File: config.mk
export PLATFORM = sky130hd
export DESIGN_NAME = alu_exec_unit
export DESIGN_NICKNAME = d
export VERILOG_FILES = /design/src/rtl/alu_pkg.sv /design/src/rtl/alu_core.sv /design/src/rtl/alu_exec_unit.sv
export SDC_FILE = /design/constraint.sdc
export NUM_CORES = 1
export LEC_CHECK = 0
export ABC_CLOCK_PERIOD_IN_PS = 3100
export CORE_ASPECT_RATIO = 1.5
export CORE_MARGIN = 1.5
export CORE_UTILIZATION = 24
export DETAILED_ROUTE_END_ITERATION = 16
export REMOVE_ABC_BUFFERS = 1
export SLEW_MARGIN = 20
export SYNTH_ARGS = -nofsm -noshare
export SYNTH_HDL_FRONTEND = slang
export SYNTH_HIERARCHICAL = 1
export SYNTH_SLANG_ARGS = --single-unit
File: constraint.sdc
create_clock -name clk -period 3.1 [get_ports clk]
set_clock_uncertainty 0.05 [all_clocks]
set_input_delay 0.465 -clock clk [delete_from_list [all_inputs] [get_ports clk]]
set_output_delay 0.465 -clock clk [all_outputs]
set_load 0.05 [all_outputs]
File: src/rtl/alu_pkg.sv
// ============================================================================
//  Module      : alu_pkg
//  Description : Shared ALU op-code constants and execute-unit occupancy states.
//  Revision    : 1.0 - initial release
// ============================================================================
`default_nettype none

package alu_pkg;

    localparam int ALU_CTRL_W = 5;

    localparam logic [ALU_CTRL_W-1:0] ALU_ADD = 5'd0;
    localparam logic [ALU_CTRL_W-1:0] ALU_SUB = 5'd1;
    localparam logic [ALU_CTRL_W-1:0] ALU_AND = 5'd2;
    localparam logic [ALU_CTRL_W-1:0] ALU_OR  = 5'd3;
    localparam logic [ALU_CTRL_W-1:0] ALU_XOR = 5'd4;
    localparam logic [ALU_CTRL_W-1:0] ALU_NOR = 5'd5;
    localparam logic [ALU_CTRL_W-1:0] ALU_SLL = 5'd6;
    localparam logic [ALU_CTRL_W-1:0] ALU_SRL = 5'd7;
    localparam logic [ALU_CTRL_W-1:0] ALU_SRA = 5'd8;
    localparam logic [ALU_CTRL_W-1:0] ALU_SLT = 5'd9;

    typedef enum logic [1:0] {
        OCC_EMPTY = 2'd0,
        OCC_ONE   = 2'd1,
        OCC_FULL  = 2'd2
    } occ_state_e;

endpackage : alu_pkg

`default_nettype wire

File: src/rtl/alu_core.sv
// ============================================================================
//  Module      : alu_core
//  Description : Combinational ALU producing result, zero, overflow, illegal.
//  Revision    : 1.0 - initial release
// ============================================================================
`default_nettype none

module alu_core
    import alu_pkg::*;
#(
    parameter int WIDTH = 32
) (
    input  logic [ALU_CTRL_W-1:0] op_i,
    input  logic                  sign_i,
    input  logic [WIDTH-1:0]      a_i,
    input  logic [WIDTH-1:0]      b_i,
    output logic [WIDTH-1:0]      result_o,
    output logic                  zero_o,
    output logic                  overflow_o,
    output logic                  illegal_o
);

    localparam int SHW = $clog2(WIDTH);

    logic [SHW-1:0]   w_shamt;
    logic [WIDTH-1:0] w_sum;
    logic [WIDTH-1:0] w_diff;
    logic             w_lt;

    assign w_shamt = a_i[SHW-1:0];
    assign w_sum   = a_i + b_i;
    assign w_diff  = a_i - b_i;
    assign w_lt    = sign_i ? ($signed(a_i) < $signed(b_i)) : (a_i < b_i);

    always_comb begin
        result_o   = '0;
        overflow_o = 1'b0;
        illegal_o  = 1'b0;
        case (op_i)
            ALU_ADD: begin
                result_o   = w_sum;
                overflow_o = sign_i && (a_i[WIDTH-1] == b_i[WIDTH-1])
                                    && (w_sum[WIDTH-1] != a_i[WIDTH-1]);
            end
            ALU_SUB: begin
                result_o   = w_diff;
                overflow_o = sign_i && (a_i[WIDTH-1] != b_i[WIDTH-1])
                                    && (w_diff[WIDTH-1] != a_i[WIDTH-1]);
            end
            ALU_AND: result_o = a_i & b_i;
            ALU_OR:  result_o = a_i | b_i;
            ALU_XOR: result_o = a_i ^ b_i;
            ALU_NOR: result_o = ~(a_i | b_i);
            ALU_SLL: result_o = b_i << w_shamt;
            ALU_SRL: result_o = b_i >> w_shamt;
            // Arithmetic shift ignores Sign: SRA is always signed.
            ALU_SRA: result_o = $signed(b_i) >>> w_shamt;
            ALU_SLT: result_o = {{(WIDTH-1){1'b0}}, w_lt};
            default: illegal_o = 1'b1;
        endcase
    end

    assign zero_o = (result_o == '0);

endmodule : alu_core

`default_nettype wire

File: src/rtl/alu_exec_unit.sv
// ============================================================================
//  Module      : alu_exec_unit
//  Description : Execute-stage ALU with valid/ready handshake and skid buffer.
//  Revision    : 1.0 - initial release
// ============================================================================
`default_nettype none

module alu_exec_unit
    import alu_pkg::*;
#(
    parameter int WIDTH = 32
) (
    input  logic                  clk,
    input  logic                  reset,
    input  logic                  in_valid,
    output logic                  in_ready,
    input  logic [ALU_CTRL_W-1:0] ALUCtrl,
    input  logic                  Sign,
    input  logic [WIDTH-1:0]      in_a,
    input  logic [WIDTH-1:0]      in_b,
    output logic                  out_valid,
    input  logic                  out_ready,
    output logic [WIDTH-1:0]      out_result,
    output logic                  out_zero,
    output logic                  out_overflow,
    output logic                  out_illegal
);

    typedef struct packed {
        logic [WIDTH-1:0] result;
        logic             zero;
        logic             overflow;
        logic             illegal;
    } payload_t;

    occ_state_e state_q, state_d;
    logic       in_ready_q, in_ready_d;
    payload_t   out_q, out_d;
    payload_t   skid_q, skid_d;
    payload_t   w_core;
    logic       w_in_fire;
    logic       w_out_fire;

    alu_core #(
        .WIDTH (WIDTH)
    ) u_alu_core (
        .op_i       (ALUCtrl),
        .sign_i     (Sign),
        .a_i        (in_a),
        .b_i        (in_b),
        .result_o   (w_core.result),
        .zero_o     (w_core.zero),
        .overflow_o (w_core.overflow),
        .illegal_o  (w_core.illegal)
    );

    assign w_in_fire  = in_valid && in_ready_q;
    assign w_out_fire = out_valid && out_ready;

    always_comb begin
        state_d = state_q;
        out_d   = out_q;
        skid_d  = skid_q;
        case (state_q)
            OCC_EMPTY: begin
                if (w_in_fire) begin
                    out_d   = w_core;
                    state_d = OCC_ONE;
                end
            end
            OCC_ONE: begin
                if (w_in_fire && !w_out_fire) begin
                    skid_d  = w_core;
                    state_d = OCC_FULL;
                end else if (w_in_fire && w_out_fire) begin
                    out_d   = w_core;
                end else if (w_out_fire) begin
                    state_d = OCC_EMPTY;
                end
            end
            OCC_FULL: begin
                if (w_out_fire) begin
                    out_d   = skid_q;
                    state_d = OCC_ONE;
                end
            end
            default: state_d = OCC_EMPTY;
        endcase
        // Registered ready: derived from next occupancy, never from out_ready directly.
        in_ready_d = (state_d != OCC_FULL);
    end

    always_ff @(posedge clk or posedge reset) begin
        if (reset) begin
            state_q    <= OCC_EMPTY;
            in_ready_q <= 1'b1;
            out_q      <= '0;
            skid_q     <= '0;
        end else begin
            state_q    <= state_d;
            in_ready_q <= in_ready_d;
            out_q      <= out_d;
            skid_q     <= skid_d;
        end
    end

    assign in_ready     = in_ready_q;
    assign out_valid    = (state_q != OCC_EMPTY);
    assign out_result   = out_q.result;
    assign out_zero     = out_q.zero;
    assign out_overflow = out_q.overflow;
    assign out_illegal  = out_q.illegal;

endmodule : alu_exec_unit

`default_nettype wire

Word level (Yosys, flattened, before mapping):

Index checks and enable logic that the tools add are counted.

* $lt $le $gt $ge: 2
* bitwise gates (word level): 4
* reductions and logical operators: 17
* mux-type cells: 15
* equality and inequality tests: 20
* div/mod/pow operators: 0
* multipliers: 0
* add/sub/neg operators: 2
* shift operators: 3

Operators with widths (number)
* $pmux 32 s10: 1
* $mux 35: 4
* $pmux 35 s3: 1
* $lt 32x32->1: 2
* $add 32x32->32: 1
* $and 32x32->32: 1
* $logic_not 32->1: 1
* $not 32->32: 1
* $or 32x32->32: 1
* $shl 32x5->32: 1
* $shr 32x5->32: 1
* $sshr 32x5->32: 1
* $sub 32x32->32: 1
* $xor 32x32->32: 1
* $eq 5x3->1 const B: 4
* $eq 5x2->1 const B: 2
* $eq 5x4->1 const B: 2
* $mux 2: 5
* $ne 2x2->1 const B: 5
* $reduce_or 10->1: 1
* $logic_and 1x1->1: 8
* $pmux 2 s3: 1
* $eq 5x1->1 const B: 1
* $logic_not 5->1: 1
* 12 further kinds: 15

* bits in writable memories: 0
* logic and storage cells: 73
* bits in latches: 0
* bits in read-only memories: 0
* memories: 0
* output and inout bits: 37
* register bits: 73

Depth between registers and ports, before layout:

Gate-level depths: netlist of the first run.

* depth after elaboration: 7
* depth in mapped cells: 19
* mapped depth without buffers: 17

Hierarchy:

Netlist of the first run, hierarchy kept.

Modules (own cells, without submodules)
* alu_core: seq. area each 0.0 µm², cells each 1384, times used 1, area each 9514.1 µm²
* alu_exec_unit: seq. area each 1828.0 µm², cells each 211, times used 1, area each 3121.7 µm²

Least setup slack after synthesis of the first run:

No wires, ideal clock.

* kind: input-to-reg
* from: in in_a[2]
* to: reg out_q, in the netlist out_zero
* path buffers: 4
* arrival time: 5.075 ns
* required time: 2.984 ns
* cell stages on the path: 19
* setup slack: -2.091 ns
* setup time: 0.066 ns
* path through: inv_2 clkbuf_1 buf_2 buf_1 buf_1 ha_1 nor2b_1 o311ai_1 a32oi_1 a21oi_1 o22a_1 o21ai_1 a2111oi_0 or4_1 or4_1 nor4_1 and4_1 o32a_1 o21a_1

RTL lines
* start, declared: RTL line alu_exec_unit.sv:19 `input logic [WIDTH-1:0] in_a,`
* end signal, assigned: RTL line alu_exec_unit.sv:102 `out_q <= out_d;`
* end, declared: RTL line alu_exec_unit.sv:38 `payload_t out_q, out_d;`

==> out/results.txt, run 1 <==
Status = finished with violations
Failing checks = negative setup slack
CTS root buf = clkbuf_16
Dpl ws = -2.522 ns
Clock Sinks = 73
GRT Total Usage = 28.73%
Placed cell area = 19100 sq um
Share of power burned in registers = 18.7%
Clock share of power = 12.5%
Rows = 102
Fin. Hold Viols = 0
DP Cell Count = 2930
Layout cells sized above 1 = 55.30%
RSZ-0062 raised after global routing = yes
Post-Syn Instances = 1595
RD Place Congestion = 1.055
Number of global-route vias before repair = 18110
Vias = 17690
Clk_lat worst skew = 0.34 ns
Fin area = 23520 sq um
Max-slew violations = 0
CP Class = input port to flip-flop
Final period demand of the worst path = 4.259 ns
Worst Reg-to-Reg Cells = 4
Capturing point of the worst reg2reg path = skid_q[34]
Number of unique standard cell types used by synthesis = 88
Reg clk slew, reported paths = 0.06 ns
Number of nets in the layout = 2591
Die width = 190.4 um
Max-Cap Viols = 0
Internal = 0.004975 W
Overflow after GRT = 0
DRC = 0
Initial Util = 24.39%
Pin count of the biggest net entering global routing = 74
CP Launch Point = in_b[22]
Hold_buf cts = 0
Register area share after synthesis = 14.47%
Crit. End Element = flip-flop
Non-filler cells, final = 3099
Setup Viol. Count Final = 47
Drt pass-1 iters = 8
Switching share of total power = 44.67%
Number of flops mapped to enable cells by yosys = 0
First-pass GRT wire length = 116200 um
Maximum clock rate = 234.8 MHz
Register area = 1828 sq um
Initial antenna violation count = 0
Top delay family on crit path = simple AND/OR/NAND/NOR gates
Antenna viol nets, final = 0
Max FO, Critical Path = 4
Tcrit/Tclk final = 137.4%
Initial DRC count = 1329
R2R Setup Slk = 1.25 ns
Critical path startpoint category = input port
Fill count = 5058
Yosys warnings = 6
Max Buffers Root-to-Sink = 2
CTS tree = built
Util after Layout = 45.39%
Final worst slack = -1.159 ns
Commonest cells after routing, fill and taps aside = buf_4, nand2_1, buf_6
CP required = 3.33 ns
N_diodes = 0
WL final = 80560 um
CP bufs+invs = 4
Combinational Power Share = 68.9%
Hold slack final = 0.4384 ns
Via/cell ratio = 5.707
Worst Hold Class = input port to asynchronous set/reset pin
Slew margin rel. = 36.41%
NetSw = 0.004017 W
Synthesized flop and latch total = 73
HPWL Detailed = 62100 um
Worst Tran Pin Value = 0.9503 ns
CP max stage cell = or4_4
CTS H-Tree Depth = 3
Critical Path Most Common Cell = or4_4
Critical-path cell list = buf_12 -> buf_6 -> inv_4 -> ha_4 -> inv_4 -> nand3_2 -> or4_4 -> or3_4 -> o22a_4 -> o21ai_4 -> a2111oi_4 -> or4_4 -> or4_4 -> nor4_4 -> and4_1 -> o32a_1 -> o21a_1
DIE HEIGHT = 284.0 um
Core area = 51810 sq um
Mean Syn Cell Area = 7.922 sq um
Die Area = 54060 sq um
Cell Pwr Density = 382.3 nW/um^2
Maximum VDD drop = 0.3629 mV
Area grow syn2layout = 86.14%
Wire per inst = 25.99 um
Critical R2R Launch = in_ready
Synthesized area = 12640 sq um
Critical path data arrival time = 4.49 ns
CTS buffer count = 9
Primary FF master, synth = dfrtp_1
Max stage delay on crit path = 0.58 ns
FFs w/ async S/R, synth = 100.0%
Commonest non-fill, non-tap cell in the layout = buf_4
# port buffers = 110
Num ports = 111
Multi-input logic area = 12050 sq um
Static leakage = 10.25 nW
==> worst max-delay path by stage <==
stage	endpoint	slack (ns)	cells after the start
finish	out_zero	-1.16	17
global route	out_zero	-1.21	21
CTS	out_zero	-1.15	19
detailed placement	out_zero	-2.52	15
global placement	out_zero	-2.45	15
floorplan	out_zero	-1.32	15
==> final cells by class <==
class,instances,area share [%]
clock buffer,10,1.016
clock inverter,5,0.3405
inverter,104,1.947
multi-input combinational,1297,51.25
sequential,73,7.772
tap,676,3.596
timing repair buffer,934,34.08
==> Yosys cell counts (all sizes together), types with 10 or more instances <==
master | number | area [sq um]
o22ai | 26 | 162.7
o21a | 43 | 322.8
a221oi | 27 | 236.5
a21o | 20 | 150.1
nand4 | 12 | 75.07
mux2i | 67 | 670.6
mux4 | 44 | 991.0
nor3 | 33 | 165.2
nand2b | 20 | 132.6
mux2 | 53 | 596.8
a211oi | 18 | 135.1
nand2 | 134 | 503.0
nor4 | 19 | 125.1
o31ai | 12 | 90.09
o32a | 38 | 380.4
nor2 | 125 | 476.7
xnor2 | 13 | 113.9
a22oi | 18 | 135.1
a31oi | 19 | 118.9
dfrtp | 72 | 1802
inv | 103 | 386.6
ha | 96 | 1201
or3 | 15 | 93.84
clkbuf | 79 | 296.5
nand3 | 40 | 200.2
a221o | 10 | 100.1
nor2b | 12 | 75.07
o21ai | 84 | 431.7
o211ai | 26 | 195.2
buf | 42 | 279.0
o221ai | 11 | 96.34
a21oi | 105 | 525.5
and2 | 12 | 75.07
==> power groups by stage <==
stage	combinational, W	sequential [W]	clock [W]
detailed placement	0.00514	0.00169	0
global route	0.00648	0.00174	0.00120
CTS	0.00572	0.00168	0.00116
global placement	0.00513	0.00166	0
floorplan	0.00186	0.00245	0
finish	0.00619	0.00168	0.00112
==> logic make-up after synthesis <==
kind of cell	count (synthesis)	share of synthesized area (%)
muxes	164	17.87
DFF	73	14.47
AOI/OAI and AO/OA	554	31.25
adders and majority gates	98	9.823
xor gates and xnor gates	13	0.9011
buffers and inverters	225	7.644
and+or+nand+nor	468	18.04
==> worst reg2reg max path, delay by kind of cell, from the launching register on <==
family                 cells  cell delay, ns
and+or+nand+nor            2            0.22
muxes                      1            0.45
buffers and inverters      1            0.45
DFF                        1            0.56
==> stage by stage <==
step,total power [W],TNS [ns]
global route,0.009409,-23.14
CTS,0.008558,-17.53
finish,0.008992,-19.82
floorplan,0.004308,-20.50
detailed placement,0.006825,-79.65
global placement,0.006786,-77.38
==> layer usage <==
metal | wire [um] | global-route usage, %
met4 | 8232 | 23.35
met1 | 28400 | 31.18
met2 | 39310 | 49.71
met3 | 4607 | 3.450
met5 | 0 | 0
==> state kept, by name, indices dropped and copies added, names as in the netlist <==
| register | cells |
|---|---|
| out_zero | 1 |
| out_overflow | 1 |
| state_q | 2 |
| out_illegal | 1 |
| in_ready | 1 |
| out_result | 32 |
| skid_q | 35 |
==> timing repair <==
item / CTS / global route
gates resized for setup: 542 / 354
gates cloned: 1 / 2
pin swaps: 113 / 123
setup buffers: 83 / 96
hold endpoints to repair: 0 / 0
setup endpoints to repair: 64 / 56
Note: power is estimated with default switching activity, not from simulation.
==> run 2, diff against run 1 <==
--- a/config.mk
+++ b/config.mk
@@ -9,7 +9,9 @@
 export CORE_ASPECT_RATIO = 1.5
 export CORE_MARGIN = 1.5
 export CORE_UTILIZATION = 24
+export CTS_CLUSTER_SIZE = 40
 export DETAILED_ROUTE_END_ITERATION = 16
+export PLACE_DENSITY = 0.4
 export REMOVE_ABC_BUFFERS = 1
 export SLEW_MARGIN = 20
 export SYNTH_ARGS = -nofsm -noshare
==> run 2 against run 1 <==
Net effect: the flow still finishes with violations (negative setup slack); die area unchanged; cell count up 0.87%; power down 0.23%; global-route usage up 0.32 points; design area up 1.2%; core utilization up 0.52 points; hold slack worse by 0.036 ns; combinational power about the same; critical path depth down 1; non-clock buffer count up 27; sequential share of layout area down 0.089 points; critical endpoint unchanged; largest cell class unchanged; largest power group unchanged.
==> out/results.txt, run 2 (synthesized netlist as in run 1, its figures left out) <==
Slew margin rel. = 35.19% (was 36.41%)
HPWL Detailed = 63600 um (was 62100 um)
CTS H-Tree Depth = 3 (unchanged)
Overflow after GRT = 0 (unchanged)
Clk_lat worst skew = 0.34 ns (about the same)
Worst Tran Pin Value = 0.9684 ns (was 0.9503 ns)
Via/cell ratio = 5.442 (was 5.707)
DRC = 0 (unchanged)
Clock Sinks = 73 (unchanged)
Max FO, Critical Path = 4 (unchanged)
Drt pass-1 iters = 5 (was 8)
Crit path to = out_zero (unchanged)
Vias = 17010 (was 17690)
Maximum clock rate = 229.1 MHz (was 234.8 MHz)
Initial DRC count = 1011 (was 1329)
RD Place Congestion = 1.016 (was 1.055)
N_diodes = 0 (unchanged)
CP bufs+invs = 3 (was 4)
Non-filler cells, final = 3126 (was 3099)
WL final = 80290 um (was 80560 um)
Capturing point of the worst reg2reg path = skid_q[28] (was skid_q[34])
Util after Layout = 45.92% (was 45.39%)
CP Class = input port to flip-flop (unchanged)
First-pass GRT wire length = 116700 um (was 116200 um)
Num ports = 111 (unchanged)
Rows = 102 (unchanged)
Max-Cap Viols = 0 (unchanged)
Antenna viol nets, final = 0 (unchanged)
Wire per inst = 25.68 um (was 25.99 um)
Number of global-route vias before repair = 17900 (was 18110)
CP required = 3.33 ns (about the same)
Area grow syn2layout = 88.29% (was 86.14%)
Number of nets in the layout = 2618 (was 2591)
Placed cell area = 19360 sq um (was 19100 sq um)
Worst Reg-to-Reg Cells = 4 (unchanged)
Status = finished with violations (unchanged)
Max FFs per register = 35 (unchanged)
Fin area = 23790 sq um (was 23520 sq um)
Final period demand of the worst path = 4.364 ns (was 4.259 ns)
Biggest register = skid_q (unchanged)
Hold slack final = 0.4027 ns (was 0.4384 ns)
Top delay family on crit path = simple AND/OR/NAND/NOR gates (unchanged)
Reg clk slew, reported paths = 0.06 ns (about the same)
Tcrit/Tclk final = 140.8% (was 137.4%)
Core area = 51810 sq um (unchanged)
# port buffers = 110 (unchanged)
DIE HEIGHT = 284.0 um (unchanged)
Fin. Hold Viols = 0 (unchanged)
Critical path data arrival time = 4.59 ns (was 4.49 ns)
Die Area = 54060 sq um (unchanged)
Critical Path Most Common Cell = or4_4 (unchanged)
Final worst slack = -1.264 ns (was -1.159 ns)
Critical path startpoint category = input port (unchanged)
Cell Pwr Density = 377.1 nW/um^2 (was 382.3 nW/um^2)
CP Launch Point = in_a[0] (was in_b[22])
Maximum VDD drop = 0.6394 mV (was 0.3629 mV)
R2R Setup Slk = 1.25 ns (about the same)
Critical-path cell list = buf_12 -> buf_8 -> buf_6 -> mux4_2 -> mux2_4 -> or2_4 -> a31o_1 -> a211o_1 -> or4_4 -> or4_4 -> nor4_4 -> nand3_2 -> nor4_1 -> and4_1 -> o32a_1 -> o21a_1 (was buf_12 -> buf_6 -> inv_4 -> ha_4 -> inv_4 -> nand3_2 -> or4_4 -> or3_4 -> o22a_4 -> o21ai_4 -> a2111oi_4 -> or4_4 -> or4_4 -> nor4_4 -> and4_1 -> o32a_1 -> o21a_1)
Pin count of the biggest net entering global routing = 37 (was 74)
Die width = 190.4 um (unchanged)
GRT Total Usage = 29.04% (was 28.73%)
Stages on worst setup path = 16 (was 17)
CTS buffer count = 9 (unchanged)
CP max stage cell = mux4_2 (was or4_4)
Dpl ws = -2.495 ns (was -2.522 ns)
Critical R2R Launch = in_ready (unchanged)
CTS root buf = clkbuf_16 (unchanged)
Initial antenna violation count = 1 (was 0)
Max-slew violations = 0 (unchanged)
Crit. End Element = flip-flop (unchanged)
Commonest non-fill, non-tap cell in the layout = buf_4 (unchanged)
Layout cells sized above 1 = 55.59% (was 55.30%)
Initial Util = 24.39% (unchanged)
Failing checks = negative setup slack (unchanged)
Hold_buf cts = 0 (unchanged)
DP Cell Count = 2953 (was 2930)
Worst Hold Class = input port to asynchronous set/reset pin (unchanged)
CTS tree = built (unchanged)
RSZ-0062 raised after global routing = yes (unchanged)
Static leakage = 10.41 nW (was 10.25 nW)
Max stage delay on crit path = 0.53 ns (was 0.58 ns)
Setup Viol. Count Final = 44 (was 47)
Commonest cells after routing, fill and taps aside = buf_4, nand2_1, buf_6 (unchanged)
Max Buffers Root-to-Sink = 2 (unchanged)
## run 2: cell types whose count changed in the layout (fill, tap and decap cells not counted), sizes merged
cell	change
buf	+19
dlygate4sd2	+10
clkbuf	-6
clkdlybuf4s15	+4
bufbuf	+2
clkinv	-2
inv	+2
clkdlybuf4s50	-1
clkinvlp	-1
## run 2: layer usage
| layer | share of wire [%] | vias up | GRT usage [%] |
|---|---|---|---|
| li1 | - | 7830 | - |
| met1 | 38 | 8411 | 32.72 |
| met2 | 51 | 546 | 52.54 |
| met3 | 3.5 | 224 | 2.300 |
| met4 | 7.4 | 2 | 17.48 |
| met5 | 0.020 | - | 0 |
## run 2: worst min-delay path by stage
stage                     endpoint  depth (start not counted)        from
CTS                  out_result[5]                          2       reset
floorplan               skid_q[10]                          1  skid_q[10]
finish               out_result[9]                          2       reset
global placement        skid_q[26]                          1  skid_q[26]
detailed placement       skid_q[7]                          1   skid_q[7]
global route        out_result[11]                          2       reset
## run 2: layout make-up
type,instances,area [sq um]
clock buffers,11,242.7
clock inverters,4,76.32
flip-flops and latches,73,1828
well taps,676,845.8
fillers,5240,28020
inverters,104,430.4
multi-input cells,1297,12110
repair buffers,961,8260
## run 2: report_power, final
part	internal, W	switching [W]
Clock	0.000724	0.000392
Combinational	0.00287	0.00332
Sequential	0.00140	0.000259
## run 2: what timing repair did
item / 4_1_cts / 5_1_grt
endpoints found under the setup margin: 66 / 53
gates resized for setup: 637 / 202
cloned: 3 / 1
buffers inserted: 126 / 63
pin swaps: 147 / 136
## run 2: metrics by stage
step | total power [W] | setup TNS (ns)
6_report | 0.008972 | -19.19
3_3_place_gp | 0.006855 | -81.34
5_1_grt | 0.009411 | -22.75
4_1_cts | 0.008763 | -17.23
3_5_place_dp | 0.006870 | -83.99
2_1_floorplan | 0.004308 | -20.50
==> run 3, diff against run 2 <==
--- a/config.mk
+++ b/config.mk
@@ -6,6 +6,7 @@
 export NUM_CORES = 1
 export LEC_CHECK = 0
 export ABC_CLOCK_PERIOD_IN_PS = 3100
+export CAP_MARGIN = 20
 export CORE_ASPECT_RATIO = 1.5
 export CORE_MARGIN = 1.5
 export CORE_UTILIZATION = 24
==> results of run 3 <==
Final layout, timing and power as in run 2 (identical DEF).
